--- config.mk ---
export PLATFORM = sky130hd
export DESIGN_NAME = task_graph_streamer
export DESIGN_NICKNAME = d
export VERILOG_FILES = /design/src/rtl/task_graph_streamer.sv
export SDC_FILE = /design/constraint.sdc
export NUM_CORES = 1
export LEC_CHECK = 0
export ABC_AREA = 1
export CAP_MARGIN = 0
export CORE_MARGIN = 3
export CORE_UTILIZATION = 29
export DETAILED_ROUTE_END_ITERATION = 7
export PLACE_DENSITY = 0.41
export SLEW_MARGIN = 20
export SYNTH_ARGS = -nofsm -noshare
export SYNTH_HDL_FRONTEND = slang
export SYNTH_SLANG_ARGS = --single-unit
export TNS_END_PERCENT = 100
--- constraint.sdc ---
create_clock -name clk -period 3.41 [get_ports clk]
set_clock_uncertainty 0.05 [all_clocks]
set_input_delay 0.5115 -clock clk [delete_from_list [all_inputs] [get_ports clk]]
set_output_delay 0.5115 -clock clk [all_outputs]
set_load 0.03 [all_outputs]
--- src/rtl/task_graph_streamer.sv ---
// task_graph_streamer: holds one task-graph adjacency matrix and streams
// it row-major, one entry per hold window, to the task mapper.
module task_graph_streamer #(
  parameter int NUM_V    = 4,
  parameter int DATA_W   = 32,
  parameter int IDX_W    = $clog2(NUM_V),
  parameter int HOLD_CYC = 2,
  parameter int CNT_W    = $clog2(NUM_V*NUM_V+1)
) (
  input  logic                 clk,
  input  logic                 rst_b,
  input  logic                 wr_en,
  input  logic [2*IDX_W-1:0]   wr_addr,
  input  logic [DATA_W-1:0]    wr_data,
  input  logic                 start,
  input  logic                 mapper_ready,
  output logic                 busy,
  output logic                 done,
  output logic                 task_valid,
  output logic [DATA_W-1:0]    task_array,
  output logic                 root_task,
  output logic [IDX_W-1:0]     row,
  output logic [IDX_W-1:0]     col,
  output logic [CNT_W-1:0]     edge_count
);

  localparam int N_ENT = NUM_V * NUM_V;
  localparam int AW    = 2 * IDX_W;
  localparam int HC_W  = $clog2(HOLD_CYC + 1);

  localparam logic [AW:0]      N_ENT_W = (AW+1)'(N_ENT);
  localparam logic [HC_W-1:0]  HOLD_M1 = HC_W'(HOLD_CYC - 1);
  localparam logic [CNT_W-1:0] CNT_MAX = CNT_W'(N_ENT);
  localparam logic [IDX_W-1:0] IDX_MAX = IDX_W'(NUM_V - 1);

  typedef enum logic [1:0] {
    IDLE,
    FETCH,
    PRESENT,
    DONE
  } state_t;

  state_t state, state_n;

  logic [DATA_W-1:0] mem [N_ENT];
  logic [HC_W-1:0]   hold_cnt;
  logic              armed;

  logic              advance;
  logic              last;
  logic              load;
  logic              wr_ok;
  logic [IDX_W-1:0]  row_nx;
  logic [IDX_W-1:0]  col_nx;
  logic [AW-1:0]     rd_idx;
  logic [DATA_W-1:0] rd_data;

  assign last    = (row == IDX_MAX) && (col == IDX_MAX);
  assign advance = (state == PRESENT) && (hold_cnt >= HOLD_M1)
                   && mapper_ready;
  assign load    = (state == FETCH) || (advance && !last);
  assign wr_ok   = wr_en && ((state == IDLE) || (state == DONE))
                   && ({1'b0, wr_addr} < N_ENT_W);
  assign rd_data = mem[rd_idx];

  // State register
  always_ff @(posedge clk) begin
    if (!rst_b) state <= IDLE;
    else        state <= state_n;
  end

  // Next-state logic
  always_comb begin
    state_n = state;
    unique case (state)
      IDLE:    if (start) state_n = FETCH;
      FETCH:   state_n = PRESENT;
      PRESENT: if (advance && last) state_n = DONE;
      DONE:    state_n = IDLE;
      default: state_n = IDLE;
    endcase
  end

  // State-decoded status outputs
  always_comb begin
    busy       = 1'b0;
    task_valid = 1'b0;
    done       = 1'b0;
    unique case (state)
      IDLE:    ;
      FETCH:   busy = 1'b1;
      PRESENT: begin
        busy       = 1'b1;
        task_valid = 1'b1;
      end
      DONE:    done = 1'b1;
      default: ;
    endcase
  end

  // Row-major successor of the current entry; FETCH restarts at (0,0)
  always_comb begin
    row_nx = row;
    col_nx = col + 1'b1;
    if (col == IDX_MAX) begin
      col_nx = '0;
      row_nx = row + 1'b1;
    end
    if (state == FETCH) begin
      row_nx = '0;
      col_nx = '0;
    end
    rd_idx = AW'(row_nx) * AW'(NUM_V) + AW'(col_nx);
  end

  // Matrix storage, writable only when no scan is running
  always_ff @(posedge clk) begin
    if (!rst_b) begin
      for (int i = 0; i < N_ENT; i++) mem[i] <= '0;
    end else if (wr_ok) begin
      mem[wr_addr] <= wr_data;
    end
  end

  // Presented entry, hold timer, edge counter and root detection
  always_ff @(posedge clk) begin
    if (!rst_b) begin
      task_array <= '0;
      root_task  <= 1'b0;
      row        <= '0;
      col        <= '0;
      edge_count <= '0;
      hold_cnt   <= '0;
      armed      <= 1'b0;
    end else begin
      root_task <= 1'b0;
      if ((state == IDLE) && start) begin
        row        <= '0;
        col        <= '0;
        edge_count <= '0;
        armed      <= 1'b1;
      end
      if (load) begin
        row        <= row_nx;
        col        <= col_nx;
        task_array <= rd_data;
        hold_cnt   <= '0;
        if (rd_data != '0) begin
          if (edge_count != CNT_MAX) edge_count <= edge_count + 1'b1;
          if (armed) begin
            root_task <= 1'b1;
            armed     <= 1'b0;
          end
        end
      end else if ((state == PRESENT) && (hold_cnt < HOLD_M1)) begin
        hold_cnt <= hold_cnt + 1'b1;
      end
      if (advance && last) task_array <= '0;
    end
  end

endmodule

==> impl_metrics.env <==
export IMPL_grt_busiest_layer="met2"
export IMPL_fp_dieW_um=310.3
export IMPL_tightest_slew_ns=0.7984
export IMPL_multi_input_area_mm2=0.008293
export IMPL_yosys_area_top_type="edfxtp_1"
export IMPL_fin_ws_ns=0.2020
export IMPL_viasPerCell=5.023
export IMPL_crit_reg2reg_launch="col[1]$_SDFFE_PN0P_"
export IMPL_max_freq_mhz=311.7
export IMPL_synth_area_mm2=0.02685
export IMPL_syn_avg_cell_area_um2=9.294
export IMPL_cp_max_fo=26
export IMPL_synth_cells=2889
export IMPL_slowest_delay_ns=0.38
export IMPL_numCtsBuffers=68
export IMPL_start_util=0.2956
export IMPL_n_antenna_cell=0
export IMPL_timing_final_hold_violations=0
export IMPL_syn2layout_area_growth_pct=19.40
export IMPL_synth_area_leaders="edfxtp_1 (57%), nor2_1 (9.1%), nand3_1 (8.3%)"
export IMPL_maxSlewHeadroom=0.4677
export IMPL_synth_edf_count=512
export IMPL_drc_errors=0
export IMPL_hpwlAfterDp_um=56500
export IMPL_slowest_stage="dfxtp_1"
export IMPL_cp_depth=20
export IMPL_antenna_found_initial=0
export IMPL_final_nets=3014
export IMPL_critical_path_startpoint_type="register"
export IMPL_synth_cell_type_count=28
export IMPL_worstPathCellList="ha_2 > nor2_4 > buf_4 > nand2_8 > buf_12 > buf_4 > nand2_1 > nand3_1 > nand3_1 > nand3_1 > nand2_1 > nor2_2 > nand2_1 > nor2_1 > nand2_2 > nor2_1 > buf_4 > nor2_2 > nor2_1 > nor2_1"
export IMPL_fin_crit_ns=3.208
export IMPL_drv_slew=0
export IMPL_p_leak_nw=13.32
export IMPL_cap_violations=0
export IMPL_yosysMostFrequentCell="nor2_1"
export IMPL_ios=86
export IMPL_seq_area_mm2=0.01632
export IMPL_drt_iter0_markers=2246
export IMPL_rsz0062_at_grt="no"
export IMPL_vias=21060
export IMPL_rr_worst_depth=20
export IMPL_synth_main_ff_cell="edfxtp_1"
export IMPL_final_fill_count=9292
export IMPL_setup_violations=0
export IMPL_cts_sinks=559
export IMPL_grt_usage=0.2110
export IMPL_ys_warn_count=0
export IMPL_drive_gt1_frac=0.09317
export IMPL_grt_max_degree=76
export IMPL_power_density_mw_per_mm2=680.5
export IMPL_grt_overflow_total=0
export IMPL_crit_path_end_kind="register"
export IMPL_post_route_util=0.3529
export IMPL_whs_ns=0.4300
export IMPL_grt_pass1_vias=20640
export IMPL_port_buffers=85
export IMPL_routed_wl_um=102500
export IMPL_hp_class="reg2reg"
export IMPL_grtUsageMet3=0.02852
export IMPL_r2r_end="edge_count[2]$_SDFF_PN0_"
export IMPL_holdPathStages=2
export IMPL_cts_tree="done"
export IMPL_die_area_mm2=0.09627
export IMPL_ctsLongestPathBuffers=3
export IMPL_path_clk_slew_ns=0.06
export IMPL_synth_nets=2940
export IMPL_yosysSeqAreaShare=0.6077
export IMPL_rows=110
export IMPL_root_buffer="clkbuf_16"
export IMPL_ff2ff_setup_slack_ns=0.20
export IMPL_crit_arrival_ns=3.65
export IMPL_synth_top_area_frac=0.5726
export IMPL_path_class="reg2reg"
export IMPL_grt_first_pass_wirelength_um=147100
export IMPL_required_ns=3.85
export IMPL_crit_family="simple AND/OR/NAND/NOR gates"
export IMPL_ys_top_cells_by_count="nor2_1 (654), edfxtp_1 (512), nand3_1 (444)"
export IMPL_outcome="completed"
export IMPL_coreArea_mm2=0.09084
export IMPL_ctsHoldBuffers=0
export IMPL_worstSkewPairLatency_ns=0.60
export IMPL_gr_usage_met2=0.3466
export IMPL_groute_layer_met1_usage=0.2943
export IMPL_firstDrtPassIters=6
export IMPL_cp_buffers_inverters=4
export IMPL_hold_start="armed$_SDFF_PN0_"
export IMPL_cts_htree_levels=3
export IMPL_fp_dieH_um=310.3
export IMPL_ir_drop_v=0.0002625
export IMPL_dpl_worst_slack_ns=-0.04097
export IMPL_min_period_over_period=0.9408
export IMPL_drtAntennaViolNets=0
export IMPL_ys_seq_elements=559
export IMPL_cp_common_cell="nor2_1"
export IMPL_synthArstFlopShare=0
export IMPL_gp_congestion=0.7972
export IMPL_hold_path_end="root_task$_SDFF_PN0_"
export IMPL_wire_per_inst_um=24.45
routing by layer:
metal  part of all wire  wire (um)
met5                  0          0
met4              0.021       2155
met3              0.062       6397
met2               0.46      47550
met1               0.45      46380
registers in the layout, indices dropped and copies added (netlist names):
register / flops
mem: 512
hold_cnt: 2
col: 2
task_array: 32
edge_count: 5
row: 2
state: 2
armed: 1
root_task: 1
final cells by class:
type                    count  area share
repair buffers            219     0.07778
inverters                 368     0.04336
clock buffers              96     0.06104
well taps                1176     0.04590
multi-input cells        1747      0.2587
clock inverters            27    0.004293
flip-flops and latches    559      0.5089
power by group:
group	internal [W]	total [W]	switching, W
combinational	0.00236	0.00663	0.00427
sequential	0.00799	0.00820	0.000211
clock	0.00406	0.00699	0.00293
how the worst max path moves through the flow:
stage	startpoint	to
after floorplan	state[0]$_SDFFE_PN0P_	mem[0][0]$_SDFFCE_PN0P_
after global placement	state[1]$_SDFFE_PN0P_	edge_count[4]$_SDFF_PN0_
after detailed placement	state[1]$_SDFFE_PN0P_	edge_count[2]$_SDFF_PN0_
after CTS	col[1]$_SDFFE_PN0P_	edge_count[2]$_SDFF_PN0_
after global routing	col[1]$_SDFFE_PN0P_	edge_count[2]$_SDFF_PN0_
final	col[1]$_SDFFE_PN0P_	edge_count[2]$_SDFF_PN0_
metrics by stage:
| stage | area, um2 | setup TNS, ns | cells | total power, W |
|---|---|---|---|---|
| 6_report | 32060 | 0 | 4192 | 0.02182 |
| 3_5_place_dp | 29700 | -0.08666 | 4062 | 0.01466 |
| 2_1_floorplan | 26850 | 0 | 2889 | 0.01203 |
| 5_1_grt | 32060 | 0 | 4192 | 0.02288 |
| 4_1_cts | 31890 | 0 | 4187 | 0.02187 |
| 3_3_place_gp | 29700 | -0.1146 | 4062 | 0.01465 |
cell families after synthesis:
kind of cell	share of synthesized area
AOI/OAI and AO/OA	0.02186
xor gates and xnor gates	0.001305
adders and majority gates	0.004660
buffers and inverters	0.08957
DFF	0.6077
and+or+nand+nor	0.2749
what timing repair did:
item,4_1_cts,5_1_grt
setup endpoints to repair,6,7
setup buffers,0,2
pin swaps,0,1
gates resized for setup,7,18
gates cloned,2,3
tightest hold or removal path: stages (launching register included):
cell,delay [ns]
dfxtp_1,0.31
nand2_1,0.08
nor2_1,0.04
cell usage in the layout, fill, tap and decap left out, types with 19 or more instances in the layout:
master and count:
nor2_1 649, edfxtp_1 512, nand3_1 444, inv_1 355
nand2_1 311, nand3b_1 179, buf_4 86, clkdlybuf4s50_1 85
clkbuf_16 76, o21ai_0 60, dfxtp_1 47, nand2_2 34
buf_12 31, clkinv_1 19
(Power assumes the default switching activity.)
==> RTL edit 1: new RTL, same settings <==
Set the parameter `HOLD_CYC` to 4 (it was 2).
--- a/src/rtl/task_graph_streamer.sv
+++ b/src/rtl/task_graph_streamer.sv
@@ -4,7 +4,7 @@
   parameter int NUM_V    = 4,
   parameter int DATA_W   = 32,
   parameter int IDX_W    = $clog2(NUM_V),
-  parameter int HOLD_CYC = 2,
+  parameter int HOLD_CYC = 4,
   parameter int CNT_W    = $clog2(NUM_V*NUM_V+1)
 ) (
   input  logic                 clk,
Check against the original RTL: not settled (the Yosys comparison gave no result); the edit may change what the design does.
==> RTL edit 1 against the unedited design <==
  * Sequential cell count rose by 1
  * Setup slack gained 0.0029 ns
  * Area after synthesis barely moved
  * Core utilization shrank 0.68 points
  * First-iteration DRC count is 16% lower
  * Synthesized cell count grew 0.24%
  * Critical path depth decreased by 2
  * Non-clock buffer count shrank 28
  * Global-route usage decreased by 0.39 points
  * Die area hardly changed
  * Total power rose by 14%
  * Routed wire length shrank 2.2%
  * Cell area down 0.89%
==> RTL edit 1: results (changes against the unedited design) <==
dpl cells 4110 (was 4062); Synth Area in Compound Gates 0.0192 (was 0.0219); part of the Yosys area used for sequential elements 0.608 (about the same); detailed placer's ending HPWL 56.2 mm (was 56.5 mm); last weighted congestion value of the routability-driven placer 0.779 (was 0.797); wire length per cell 23.7 µm (was 24.4 µm); Logic pwr share 0.391 (was 0.304); Setup WS pre-CTS 0.0913 ns (was -0.0410 ns); GRT Overall Usage 0.207 (was 0.211); vias per inst 4.92 (was 5.02); Yosys cell types 31 (was 28); Non-Filler Instances 4235 (was 4192); vias in the first global route 20900 (was 20600); antenna violations before repair 3 (was 0); initial drt markers 1894 (was 2246); CP peak stage delay 0.33 ns (was 0.38 ns); Synth Net Count 2948 (was 2940); xor/xnor cell area share of the yosys netlist 0.000978 (was 0.00130); Flop pwr share 0.330 (was 0.376); Worst R2R Start state[1] (was col[1]); Worst Hold Slack 0.420 ns (was 0.430 ns); largest net degree at the start of global routing 82 (was 76); crit-path max FO 51 (was 26); P_comb 9760 µW (was 6630 µW); RR Endpoint edge_count[1] (was edge_count[2]); Leak Pwr 0.0131 µW (was 0.0133 µW); status finished, final reports clean (unchanged); Synth Instances 2896 (was 2889); Post-synth top cells 657 x nor2_1, 512 x edfxtp_1, 462 x nand3_1, 357 x inv_1, 340 x nand2_1 (was 654 x nor2_1, 512 x edfxtp_1, 444 x nand3_1, 357 x inv_1, 346 x nand2_1); first-pass GRT wire length 145 mm (was 147 mm)
==> RTL edit 1: cell types whose count changed in the layout (fill, tap and decap cells not counted), sizes merged, moves of 3 or more <==
cell | unedited run | this run
o21bai | 16 | 1
nor2 | 656 | 659
clkinv | 28 | 24
o21ai | 62 | 46
or2 | 0 | 3
buf | 129 | 104
o211ai | 16 | 32
nand3 | 444 | 462
nand2 | 349 | 342
==> RTL edit 1: repair_timing <==
item	4_1_cts	5_1_grt
buffers inserted	0	1
setup endpoints to repair	0	7
resized for setup	0	15
==> RTL edit 1: per-layer routing <==
| layer | part of all wire | GRT usage | vias to the layer above |
|---|---|---|---|
| li1 | - | - | 9584 |
| met4 | 0.021 | 0.0532 | 2 |
| met1 | 0.45 | 0.285 | 10400 |
| met5 | 0.00012 | 0 | - |
| met2 | 0.46 | 0.340 | 676 |
| met3 | 0.065 | 0.0351 | 125 |
==> RTL edit 1: how the worst max path moves through the flow <==
| stage | from | to | slack [ns] |
|---|---|---|---|
| 6_report | state[1] | edge_count[1] | 0.20 |
| 5_1_grt | state[1] | edge_count[3] | -0.01 |
| 4_1_cts | state[1] | edge_count[1] | 0.07 |
| 3_5_place_dp | state[1] | edge_count[1] | 0.09 |
| 3_3_place_gp | state[1] | edge_count[1] | 0.1 |
| 2_1_floorplan | state[0] | mem[0][0] | 0.47 |
==> RTL edit 1: area by class of cell <==
cell class	count	area, µm²
fill	9359	60000
sequential	560	16300
multi-input combinational	1750	8310
timing repair buffer	191	2090
clock buffer	97	1940
tap	1243	1560
inverter	369	1400
clock inverter	23	149
antenna	2	5.00
==> RTL edit 1: logic make-up after synthesis <==
group | after synthesis
AO/OA/AOI/OAI | 86
adder cells (fa/ha/maj) | 11
AND/OR/NAND/NOR | 1650
flip-flops | 560
buffers and inverters | 586
XOR/XNOR | 3
==> RTL edit 2: new RTL, same flow settings <==
Made on the original files. Register the output `edge_count` once more, with the module's reset; this adds one clock of latency there. The other outputs are not delayed to match.
--- a/src/rtl/task_graph_streamer.sv
+++ b/src/rtl/task_graph_streamer.sv
@@ -39,6 +39,8 @@
     PRESENT,
     DONE
   } state_t;
+
+  logic [CNT_W-1:0] edge_count_s0;
 
   state_t state, state_n;
 
@@ -129,7 +131,7 @@
       root_task  <= 1'b0;
       row        <= '0;
       col        <= '0;
-      edge_count <= '0;
+      edge_count_s0 <= '0;
       hold_cnt   <= '0;
       armed      <= 1'b0;
     end else begin
@@ -137,7 +139,7 @@
       if ((state == IDLE) && start) begin
         row        <= '0;
         col        <= '0;
-        edge_count <= '0;
+        edge_count_s0 <= '0;
         armed      <= 1'b1;
       end
       if (load) begin
@@ -146,7 +148,7 @@
         task_array <= rd_data;
         hold_cnt   <= '0;
         if (rd_data != '0) begin
-          if (edge_count != CNT_MAX) edge_count <= edge_count + 1'b1;
+          if (edge_count_s0 != CNT_MAX) edge_count_s0 <= edge_count_s0 + 1'b1;
           if (armed) begin
             root_task <= 1'b1;
             armed     <= 1'b0;
@@ -159,5 +161,13 @@
     end
   end
 
+  always_ff @(posedge clk) begin
+    if (!rst_b) begin
+      edge_count <= '0;
+    end else begin
+      edge_count <= edge_count_s0;
+    end
+  end
+
 endmodule
 
Function: not settled (the Yosys comparison gave no result); the edit may change what the design does.
==> RTL edit 2 against the unedited design <==
  * Setup slack better by 0.10 ns
  * Sequential cell count grew 5
  * Total power decreased by 1.8%
  * Worst hold slack got worse by 0.013 ns
  * Largest cell class unchanged
  * Critical path type unchanged
  * Routed wire length is 4.2% lower
  * Cell area shrank 0.70%
  * Area after synthesis grew 0.37%
  * Die area increased by 0.37%
  * Via count decreased by 1.5%
==> RTL edit 2: results (changes against the unedited design) <==
YS warnings 0 (unchanged); Synth Net Count 2951 (was 2940); Pre-antenna DRT Iters 5 (was 6); Flop pwr share 0.386 (was 0.376); vias in the first global route 20700 (was 20600); Clk Latency, worst-skew pair 0.61 ns; first-pass GRT wire length 144 mm (was 147 mm); xor/xnor cell area share of the yosys netlist 0.000975 (was 0.00130); Leak Pwr 0.0132 µW (was 0.0133 µW); EDFF count, synth 512 (unchanged); H-tree levels 3 (unchanged); Register-to-Register Setup Slack 0.30 ns (was 0.20 ns); Root Driver clkbuf_16 (unchanged); proportion of layout cells with a drive suffix above 1 0.0862 (was 0.0932); antenna violations before repair 2 (was 0); Synth Area in Compound Gates 0.0225 (was 0.0219); largest net degree at the start of global routing 55 (was 76); CP peak stage delay 0.36 ns (was 0.38 ns); Reg clk slew, reported paths 0.06 ns (about the same); min-delay worst type flop to flop (unchanged); Switch Pwr 7260 µW (was 7410 µW); Inserted Diodes 0 (unchanged); status finished, final reports clean (unchanged); Fillers 9406 (was 9292); post-synthesis mux area share 0 (unchanged); final wirelength 98.2 mm (was 102 mm); Yosys cell types 31 (was 28); Clock Path Buffers 3 (unchanged); Post-synth top cells 666 x nor2_1, 512 x edfxtp_1, 431 x nand3_1, 364 x inv_1, 346 x nand2_1 (was 654 x nor2_1, 512 x edfxtp_1, 444 x nand3_1, 357 x inv_1, 346 x nand2_1); crit-path leading delay family simple AND/OR/NAND/NOR gates (unchanged); relative slew slack 0.486 (was 0.468); detailed placer's ending HPWL 55.6 mm (was 56.5 mm); P_comb 6270 µW (was 6630 µW); Tmin final 3.11 ns (was 3.21 ns); top flop regs mem: 512 flops, task_array: 32 flops (was mem: 512 flops, task_array: 32 flops, edge_count: 5 flops); crit-path max FO 36 (was 26); Synth area leaders edfxtp_1 57%, nor2_1 9.3%, nand3_1 8.0% (was edfxtp_1 57%, nor2_1 9.1%, nand3_1 8.3%); last weighted congestion value of the routability-driven placer 0.780 (was 0.797); share of flip-flops with an asynchronous set or reset 0 (unchanged); Worst EP arrival 3.55 ns (was 3.65 ns); CP max stage cell dfxtp_1 (unchanged); GRT Overall Usage 0.201 (was 0.211); Num CTS Buffers 69 (was 68); part of the Yosys area used for sequential elements 0.609 (was 0.608); Post-Synth Adder-Cell Area 0.00464 (was 0.00466); Port Buffers 85 (unchanged); VDD IR-drop max 372 µV (was 262 µV); vias per inst 4.88 (was 5.02); initial drt markers 1768 (was 2246)
-- RTL edit 2: cell count changes after synthesis, moves of 5 or more --
| cell | change |
|---|---|
| nor2_1 | +12 |
| buf_6 | -9 |
| o21ai_1 | +26 |
| dfxtp_1 | +5 |
| inv_1 | +7 |
| buf_2 | +6 |
| nand3_1 | -13 |
| o21ai_0 | -24 |
| buf_4 | +7 |
-- RTL edit 2: final timing paths --
check / start / end / cells after the start
min: edge_count_s0[3] / edge_count[3] / 2
max: state[1] / edge_count_s0[3] / 18
max reg2reg: state[1] / edge_count_s0[3] / 18
min reg2reg: edge_count_s0[3] / edge_count[3] / 2
-- RTL edit 2: final cells by class --
type | instances | area [µm²] | area share
clock buffers | 96 | 1910 | 0.0600
clock inverters | 22 | 128 | 0.00401
inverters | 371 | 1400 | 0.0441
multi-input cells | 1749 | 8280 | 0.260
flip-flops and latches | 564 | 16400 | 0.516
well taps | 1243 | 1560 | 0.0489
repair buffers | 203 | 2140 | 0.0671
-- RTL edit 2: repair_timing --
item / 4_1_cts / 5_1_grt
gates resized for setup: 0 / 10
endpoints found under the setup margin: 0 / 7
setup buffers: 0 / 0
-- RTL edit 2: metal layers --
layer,part of all wire,global-route usage
met5,0.00059,0.00445
met4,0.029,0.0651
met3,0.063,0.0304
met2,0.45,0.321
met1,0.45,0.279
-- RTL edit 2: stage by stage --
stage	setup slack, ns	hold WS, ns	power, µW	cells	area, µm²
6_report	0.302	0.417	21400	4248	31800
5_1_grt	0.000249	0.442	22500	4248	31800
4_1_cts	0.0182	0.422	21600	4248	31800
3_5_place_dp	0.0248	0.414	14700	4130	29800
3_3_place_gp	0.0846	0.409	14700	4130	29800
2_1_floorplan	0.471	0.382	12200	2900	26900
